==> src/rtl/mem_arb_pkg.sv <==
// Shared types and sizing helpers for the multi-channel memory arbiter.
package mem_arb_pkg;

  typedef enum logic [1:0] {
    IDLE   = 2'd0,
    ACCESS = 2'd1,
    RESP   = 2'd2
  } state_t;

  // Channel index width, never narrower than one bit.
  function automatic int ch_idx_bits(input int n);
    return (n <= 2) ? 1 : $clog2(n);
  endfunction

  // Latency down-counter width; holds MEM_LATENCY-1 at most.
  function automatic int lat_cnt_bits(input int lat);
    return (lat <= 2) ? 1 : $clog2(lat);
  endfunction

endpackage

==> src/rtl/mem_arbiter_rr_pick.sv <==
// Combinational winner selection: round-robin from ptr, or fixed lowest-index
// priority when MEM_ARB_FIXED_PRIO_EN is defined (ptr is then ignored).
module rr_pick
  import mem_arb_pkg::*;
#(
  parameter int NUM_CH = 2,
  parameter int IDX_W  = ch_idx_bits(NUM_CH)
) (
  input  logic [NUM_CH-1:0] req,
  input  logic [IDX_W-1:0]  ptr,
  output logic [IDX_W-1:0]  winner,
  output logic              any_req
);

`ifdef MEM_ARB_FIXED_PRIO_EN
  logic unused_ptr;
  assign unused_ptr = ^ptr;

  always_comb begin
    winner = '0;
    for (int i = NUM_CH - 1; i >= 0; i--) begin
      if (req[i]) winner = IDX_W'(i);
    end
  end
`else
  // Lowest request at or above ptr wins; otherwise wrap to lowest overall.
  always_comb begin
    winner = '0;
    for (int i = NUM_CH - 1; i >= 0; i--) begin
      if (req[i]) winner = IDX_W'(i);
    end
    for (int i = NUM_CH - 1; i >= 0; i--) begin
      if (req[i] && (IDX_W'(i) >= ptr)) winner = IDX_W'(i);
    end
  end
`endif

  assign any_req = |req;

endmodule

==> src/rtl/mem_arbiter.sv <==
// Multi-channel arbiter in front of one single-port synchronous memory.
// Optional build macro MEM_ARB_FIXED_PRIO_EN: fixed lowest-index priority.
module mem_arbiter
  import mem_arb_pkg::*;
#(
  parameter int WIDTH       = 16,
  parameter int ADDR_BITS   = 16,
  parameter int NUM_CH      = 2,
  parameter int MEM_LATENCY = 1
) (
  input  logic                           clk,
  input  logic                           reset,
  input  logic [NUM_CH-1:0]              ch_req,
  input  logic [NUM_CH-1:0]              ch_we,
  input  logic [NUM_CH*ADDR_BITS-1:0]    ch_addr,
  input  logic [NUM_CH*WIDTH-1:0]        ch_wdata,
  output logic [NUM_CH-1:0]              ch_ack,
  output logic [WIDTH-1:0]               ch_rdata,
  output logic [ch_idx_bits(NUM_CH)-1:0] grant_idx,
  output logic                           busy,
  input  logic [WIDTH-1:0]               data_from_mem,
  output logic [ADDR_BITS-1:0]           mem_address,
  output logic [WIDTH-1:0]               data_to_mem_store,
  output logic                           write_to_memory,
  output logic                           reading_for_load
);

  localparam int IDX_W = ch_idx_bits(NUM_CH);
  localparam int CNT_W = lat_cnt_bits(MEM_LATENCY);

  state_t                 state;
  logic [IDX_W-1:0]       ptr;
  logic [IDX_W-1:0]       winner;
  logic                   any_req;
  logic [CNT_W-1:0]       cnt;
  logic                   we_lat;
  logic [ADDR_BITS-1:0]   addr_sel;
  logic [WIDTH-1:0]       wdata_sel;
  logic                   we_sel;

  rr_pick #(
    .NUM_CH (NUM_CH),
    .IDX_W  (IDX_W)
  ) u_pick (
    .req     (ch_req),
    .ptr     (ptr),
    .winner  (winner),
    .any_req (any_req)
  );

`ifdef MEM_ARB_FIXED_PRIO_EN
  assign ptr = '0;
`endif

  always_comb begin
    addr_sel  = '0;
    wdata_sel = '0;
    we_sel    = 1'b0;
    for (int i = 0; i < NUM_CH; i++) begin
      if (winner == IDX_W'(i)) begin
        addr_sel  = ch_addr[i*ADDR_BITS +: ADDR_BITS];
        wdata_sel = ch_wdata[i*WIDTH +: WIDTH];
        we_sel    = ch_we[i];
      end
    end
  end

  // Read data is passed straight through while the response cycle is up.
  assign ch_rdata = (state == RESP && !we_lat) ? data_from_mem : '0;

  always_ff @(posedge clk) begin
    if (reset) begin
      state             <= IDLE;
      cnt               <= '0;
      we_lat            <= 1'b0;
      grant_idx         <= '0;
      mem_address       <= '0;
      data_to_mem_store <= '0;
      write_to_memory   <= 1'b0;
      reading_for_load  <= 1'b0;
      ch_ack            <= '0;
      busy              <= 1'b0;
`ifndef MEM_ARB_FIXED_PRIO_EN
      ptr               <= '0;
`endif
    end else begin
      case (state)
        IDLE: begin
          if (any_req) begin
            state             <= ACCESS;
            cnt               <= CNT_W'(MEM_LATENCY - 1);
            we_lat            <= we_sel;
            grant_idx         <= winner;
            mem_address       <= addr_sel;
            data_to_mem_store <= wdata_sel;
            write_to_memory   <= we_sel;
            reading_for_load  <= ~we_sel;
            busy              <= 1'b1;
`ifndef MEM_ARB_FIXED_PRIO_EN
            ptr               <= (winner == IDX_W'(NUM_CH - 1)) ? '0 : winner + 1'b1;
`endif
          end
        end
        ACCESS: begin
          // Write strobe lives for the first access cycle only.
          write_to_memory <= 1'b0;
          if (cnt == '0) begin
            state            <= RESP;
            reading_for_load <= 1'b0;
            ch_ack           <= NUM_CH'(1) << grant_idx;
          end else begin
            cnt <= cnt - 1'b1;
          end
        end
        RESP: begin
          state  <= IDLE;
          ch_ack <= '0;
          busy   <= 1'b0;
        end
        default: state <= IDLE;
      endcase
    end
  end

endmodule

==> config.mk <==
export PLATFORM = sky130hd
export DESIGN_NAME = mem_arbiter
export DESIGN_NICKNAME = d
export VERILOG_FILES = /design/src/rtl/mem_arb_pkg.sv /design/src/rtl/mem_arbiter_rr_pick.sv /design/src/rtl/mem_arbiter.sv
export SDC_FILE = /design/constraint.sdc
export NUM_CORES = 1
export LEC_CHECK = 0
export ABC_AREA = 0
export BUFFER_PORTS_ARGS = -buffer_cell sky130_fd_sc_hd__buf_2
export CAP_MARGIN = 20
export CORE_ASPECT_RATIO = 0.6
export CORE_MARGIN = 2
export CORE_UTILIZATION = 44
export DETAILED_ROUTE_END_ITERATION = 7
export PLACE_DENSITY = 0.85
export SYNTH_ARGS = -nofsm -noshare
export SYNTH_HDL_FRONTEND = slang
export SYNTH_SLANG_ARGS = --single-unit
==> constraint.sdc <==
create_clock -name clk -period 3.7 [get_ports clk]
set_clock_uncertainty 0.1 [all_clocks]
set_input_delay 0.37 -clock clk [delete_from_list [all_inputs] [get_ports clk]]
set_output_delay 0.37 -clock clk [all_outputs]
set_load 0.05 [all_outputs]
# == Word level (Yosys, flattened, before mapping) ==
# Cells that the tools add are included.
# classes
n_addsub,2
magnitude_cmp,2
n_eq_ne,4
shifts,1
n_mux,24
bitwise,1
reduce_logical,15
# ops
operator,count
$mux W16,3
$mux W1,12
$reduce_and A2 Y1,5
$pmux W1 S2,4
$pmux W2 S2,2
$mux W2,3
$reduce_bool A2 Y1,3
$ne A2 B2 Y1 const B,2
$logic_and A1 B1 Y1,3
$reduce_and A3 Y1,1
$eq A2 B1 Y1 const B,1
$eq A2 B2 Y1 const B,1
$ge A1 B1 Y1 const A,2
$logic_not A2 Y1,1
$reduce_or A2 Y1,1
$shl A1 B1 Y2 const A,1
$add A1 B1 Y1 const B,1
$logic_not A1 Y1,1
$not A1 Y1,1
$sub A1 B1 Y1 const B,1
# totals
regBits,43
inputBits,86
out_inout_bits,54
word_cells,60

# == Logic depth before layout (Yosys ltp) ==
# logic_depth
depth_word,8
mapped_depth,7
depth_no_buf,6

# == Hierarchy ==
# Synthesis repeated with hierarchy kept, for this count alone.
# hier_totals
cells_unflattened,214
area_unflattened_um2,2130.8
# modules_own_cells
module,n_inst,cells_per_inst,area_each_um2,seq_area_each_um2
mem_arbiter,1,211,2113.3,840.8
rr_pick,1,3,17.5,0.0

# == Worst setup path before layout ==
# OpenSTA, ideal clock, no wires.
# synth_path
path_kind,reg-to-output
startpoint,register state[0]
endpoint,output port ch_rdata[10]
arrival_ns,1.528
required_ns,3.230
setup_slack_ns,1.702
stages_incl_launch_ff,6
n_path_buf,1
path_cell_list,dfxtp_1 -> inv_1 -> ha_1 -> nor2b_1 -> clkbuf_1 -> and2_1
# synth_between
elab_chain_len,3
# synth_rtl
item,line_no,text
start: declaration,mem_arbiter.sv:31,state_t state;
start signal: assignment,mem_arbiter.sv:73,state <= IDLE;
start signal: assignment,mem_arbiter.sv:90,state <= ACCESS;
start signal: assignment,mem_arbiter.sv:108,state <= RESP;
$eq A2 B2 Y1,mem_arbiter.sv:69,assign ch_rdata = (state == RESP && !we_lat) ? data_from_mem : '0;
$logic_and A1 B1 Y1,mem_arbiter.sv:69,
$mux W16,mem_arbiter.sv:69,
end: declaration,mem_arbiter.sv:18,"output logic [WIDTH-1:0] ch_rdata,"
# No other way between the ends.

# == Worst setup path after layout ==
# layout_path
startpoint,register state[0]
endpoint,output port ch_rdata[6]
# Same word-level chain as after synthesis.

==> impl_metrics.csv <==
group,metric,value,unit
timing,min_period,2511,ps
cts,clkTransAtPathRegs,80,ps
timing,max_freq,398.3,MHz
final_layout,ff_latch_area,840.8,sq um
logic_synthesis,async_reset_ff_share,0,%
grt,use_met1,29.09,%
final_layout,nFillCells,392,
timing,setup_viol,0,
logic_synthesis,synth_edf_count,0,
grt,overflow,0,
power_and_ir_drop,ir_drop,0.0003014,V
setup_path,cp_max_fo,16,
drt,totalWireLength,5666,microns
drt,drc_errors,0,
timing,worst_pin_slew,831.5,ps
timing,rsz0062_at_grt,"false",
setup_path,required,3230,ps
setup_path,path_cells,"inv_1 > ha_1 > nor2b_1 > and2_1 > buf_2",
grt,grt_pass1_vias,2001,
grt,antenna_found_initial,0,
floorplanning,die_x,90.92,microns
logic_synthesis,syn_area,1994,sq um
setup_path,critPathKind,"flop to output pin",
timing,slew_viol_final,0,
logic_synthesis,yosysSeqAreaShare,42.16,%
logic_synthesis,postSynthCellCount,252,
floorplanning,num_io_pins,140,
drt,first_pass_iters,4,
cts,root_buffer,"clkbuf_8",
cts,cts.sinks,42,
floorplanning,dieArea,5105,sq um
grt,grt_first_pass_wirelength,9121,microns
floorplanning,rows,18,
outcome,status,"complete, no violations",
place,gp_congestion,0.7877,
grt,grt_max_degree,45,
cts,cts_tree,"done",
cts,htreeDepth,2,
drt,final_antenna_net_count,0,
cts,cts_hold_buf,0,
power_and_ir_drop,pwr-share-comb,37.8,%
setup_path,crit_slowest_cell,"nor2b_1",
cts,postCtsSetupBuffers,0,
final_layout,area_growth,40.09,%
timing,final.setup.worst_slack,1189,ps
cts,cts_resized,0,
power_and_ir_drop,p_int,886.7,uW
drt,drt-initial-drc-count,76,
timing,fin_setup_tns,0,ps
setup_path,cp_slowest_stage_delay,590,ps
final_layout,finalNetCount,466,
floorplanning,start_util,47.10,%
power_and_ir_drop,power.switching,583.3,uW
final_layout,final_area,2794,sq um
cts,clock_latency,290,ps
floorplanning,die_y,56.15,microns
logic_synthesis,netlist.area_leader.share,42.16,%
hold_path,hp-class,"input port to flop",
drt,vias_per_cell,5.163,
logic_synthesis,yosysUniqueCellTypes,26,
cts,cts_buffer_depth,2,
timing,relSlewSlack,44.57,%
grt,grt.met2_usage,34.12,%
grt,grtUsageMet3,7.046,%
drt,wl_per_cell,13.00,microns
place,pre_cts_slack,1247,ps
final_layout,multi_input_area,1040,sq um
logic_synthesis,synth-main-ff-cell,"dfxtp_1",
grt,top_usage_layer,"met2",
final_layout,antennaDiodeCount,0,
power_and_ir_drop,p_per_area,526.2,nW/um^2
power_and_ir_drop,leakagePower,1.421,nW
setup_path,end_kind,"output pin",
final_layout,drive_gt1_share,39.89,%
cts,cts_buffers,5,
power_and_ir_drop,switching_share,39.68,%
logic_synthesis,yosys.area.top_type,"dfxtp_1",
place,port_buffers,139,
logic_synthesis,synthTopCellsByCount,"dfxtp_1, nor2_1, nand2_1, a311oi_1, nand3_1",
setup_path,cp.arrival,2040,ps
logic_synthesis,synth-seq-cells,42,
logic_synthesis,syn_area_per_cell,7.914,sq um
logic_synthesis,ys_warn_count,0,
setup_path,critPathLaunchType,"flop",
power_and_ir_drop,clkPwrFrac,24.9,%
logic_synthesis,synth_fp_nets,342,
timing,min_period_over_period,67.86,%
run,maxCapViolCount,0,
drt,dr_total_vias,2251,
power_and_ir_drop,seqPwrFrac,37.3,%
place,postPlaceCellArea,2681,sq um
floorplanning,core,4234,sq um
logic_synthesis,ys_top_cells_by_area,"dfxtp_1, a311oi_1, nand3_1",
timing,finalHoldViolCount,0,
place,dp_hpwl,4072,microns
grt,grtUsageTotal,21.89,%
-- state kept, by name, summed over array words and instances, names as in the netlist --
signal / flops
data_to_mem_store: 16
mem_address: 16
ch_ack: 2
state: 2
busy: 1
grant_idx: 1
ptr: 1
reading_for_load: 1
we_lat: 1
write_to_memory: 1
-- cell families after synthesis --
kind of cell | after synthesis | synth area share [%]
AND/OR/NAND/NOR | 132 | 30.18
flip-flops | 42 | 42.16
adder cells (fa/ha/maj) | 4 | 2.510
multiplexers | 2 | 1.004
buffers and inverters | 27 | 5.772
AO/OA/AOI/OAI | 45 | 18.38
-- worst paths after layout --
check | start | to | slack [ps] | depth (start not counted)
max | state[0]$_SDFFE_PP0P_ | ch_rdata[6] | 1190 | 5
min | ch_addr[0] | mem_address[0]$_SDFFE_PP0P_ | 230 | 3
max reg2reg | state[1]$_SDFFE_PP0P_ | data_to_mem_store[1]$_SDFFE_PP0P_ | 1490 | 6
min reg2reg | ch_ack[1]$_SDFFE_PP0P_ | ch_ack[1]$_SDFFE_PP0P_ | 370 | 2
-- power by group through the flow --
| stage | clock network, mW | registers [mW] | logic (mW) |
|---|---|---|---|
| final | 0.366 | 0.548 | 0.556 |
| after global routing | 0.394 | 0.558 | 0.595 |
| after CTS | 0.372 | 0.549 | 0.556 |
| after detailed placement | 0 | 0.558 | 0.556 |
| after global placement | 0 | 0.558 | 0.547 |
| after floorplan | 0 | 0.758 | 0.214 |
-- metrics by stage --
step	hold WS [ps]	power (mW)	instances	util, %
2_1_floorplan	338.6	0.9723	252	-
5_1_grt	232.0	1.547	436	65.99
3_3_place_gp	350.0	1.104	429	63.33
4_1_cts	226.6	1.477	436	65.99
3_5_place_dp	358.4	1.114	429	63.33
6_report	232.5	1.470	436	65.99
-- cell type report --
| cell class | count | area share [%] |
|---|---|---|
| clock inverter | 1 | 1.075 |
| sequential | 42 | 30.09 |
| tap | 60 | 2.687 |
| multi-input combinational | 183 | 37.21 |
| clock buffer | 6 | 2.956 |
| timing repair buffer | 142 | 25.71 |
| inverter | 2 | 0.2687 |
-- worst max-delay path, delay by kind of cell, from the launching register on --
| kind | cells | cell delay [ps] |
|---|---|---|
| adder cells (fa/ha/maj) | 1 | 260 |
| AND/OR/NAND/NOR | 2 | 800 |
| buffers and inverters | 2 | 380 |
| flip-flops | 1 | 320 |
-- routing by layer --
metal  wire length [microns]  share of wire [%]  vias to the layer above
met5                       0                  0                        -
met4                      59                1.0                        0
met3                     513                9.1                        9
met2                    2446                 43                      100
met1                    2647                 47                     1003
li1                        -                  -                     1139
-- cell usage in the layout (no fill, tap or decap), types with 2 or more instances in the layout --
master	instances
nor2_1	42
ha_1	4
buf_2	139
nand2b_1	2
nand3_1	32
clkbuf_8	6
and2_1	16
buf_4	3
or3b_1	2
nand2_1	34
inv_1	2
a21oi_1	5
mux2i_1	2
a311oi_1	33
dfxtp_1	42
No activity file was read; power rests on OpenSTA's default activity.
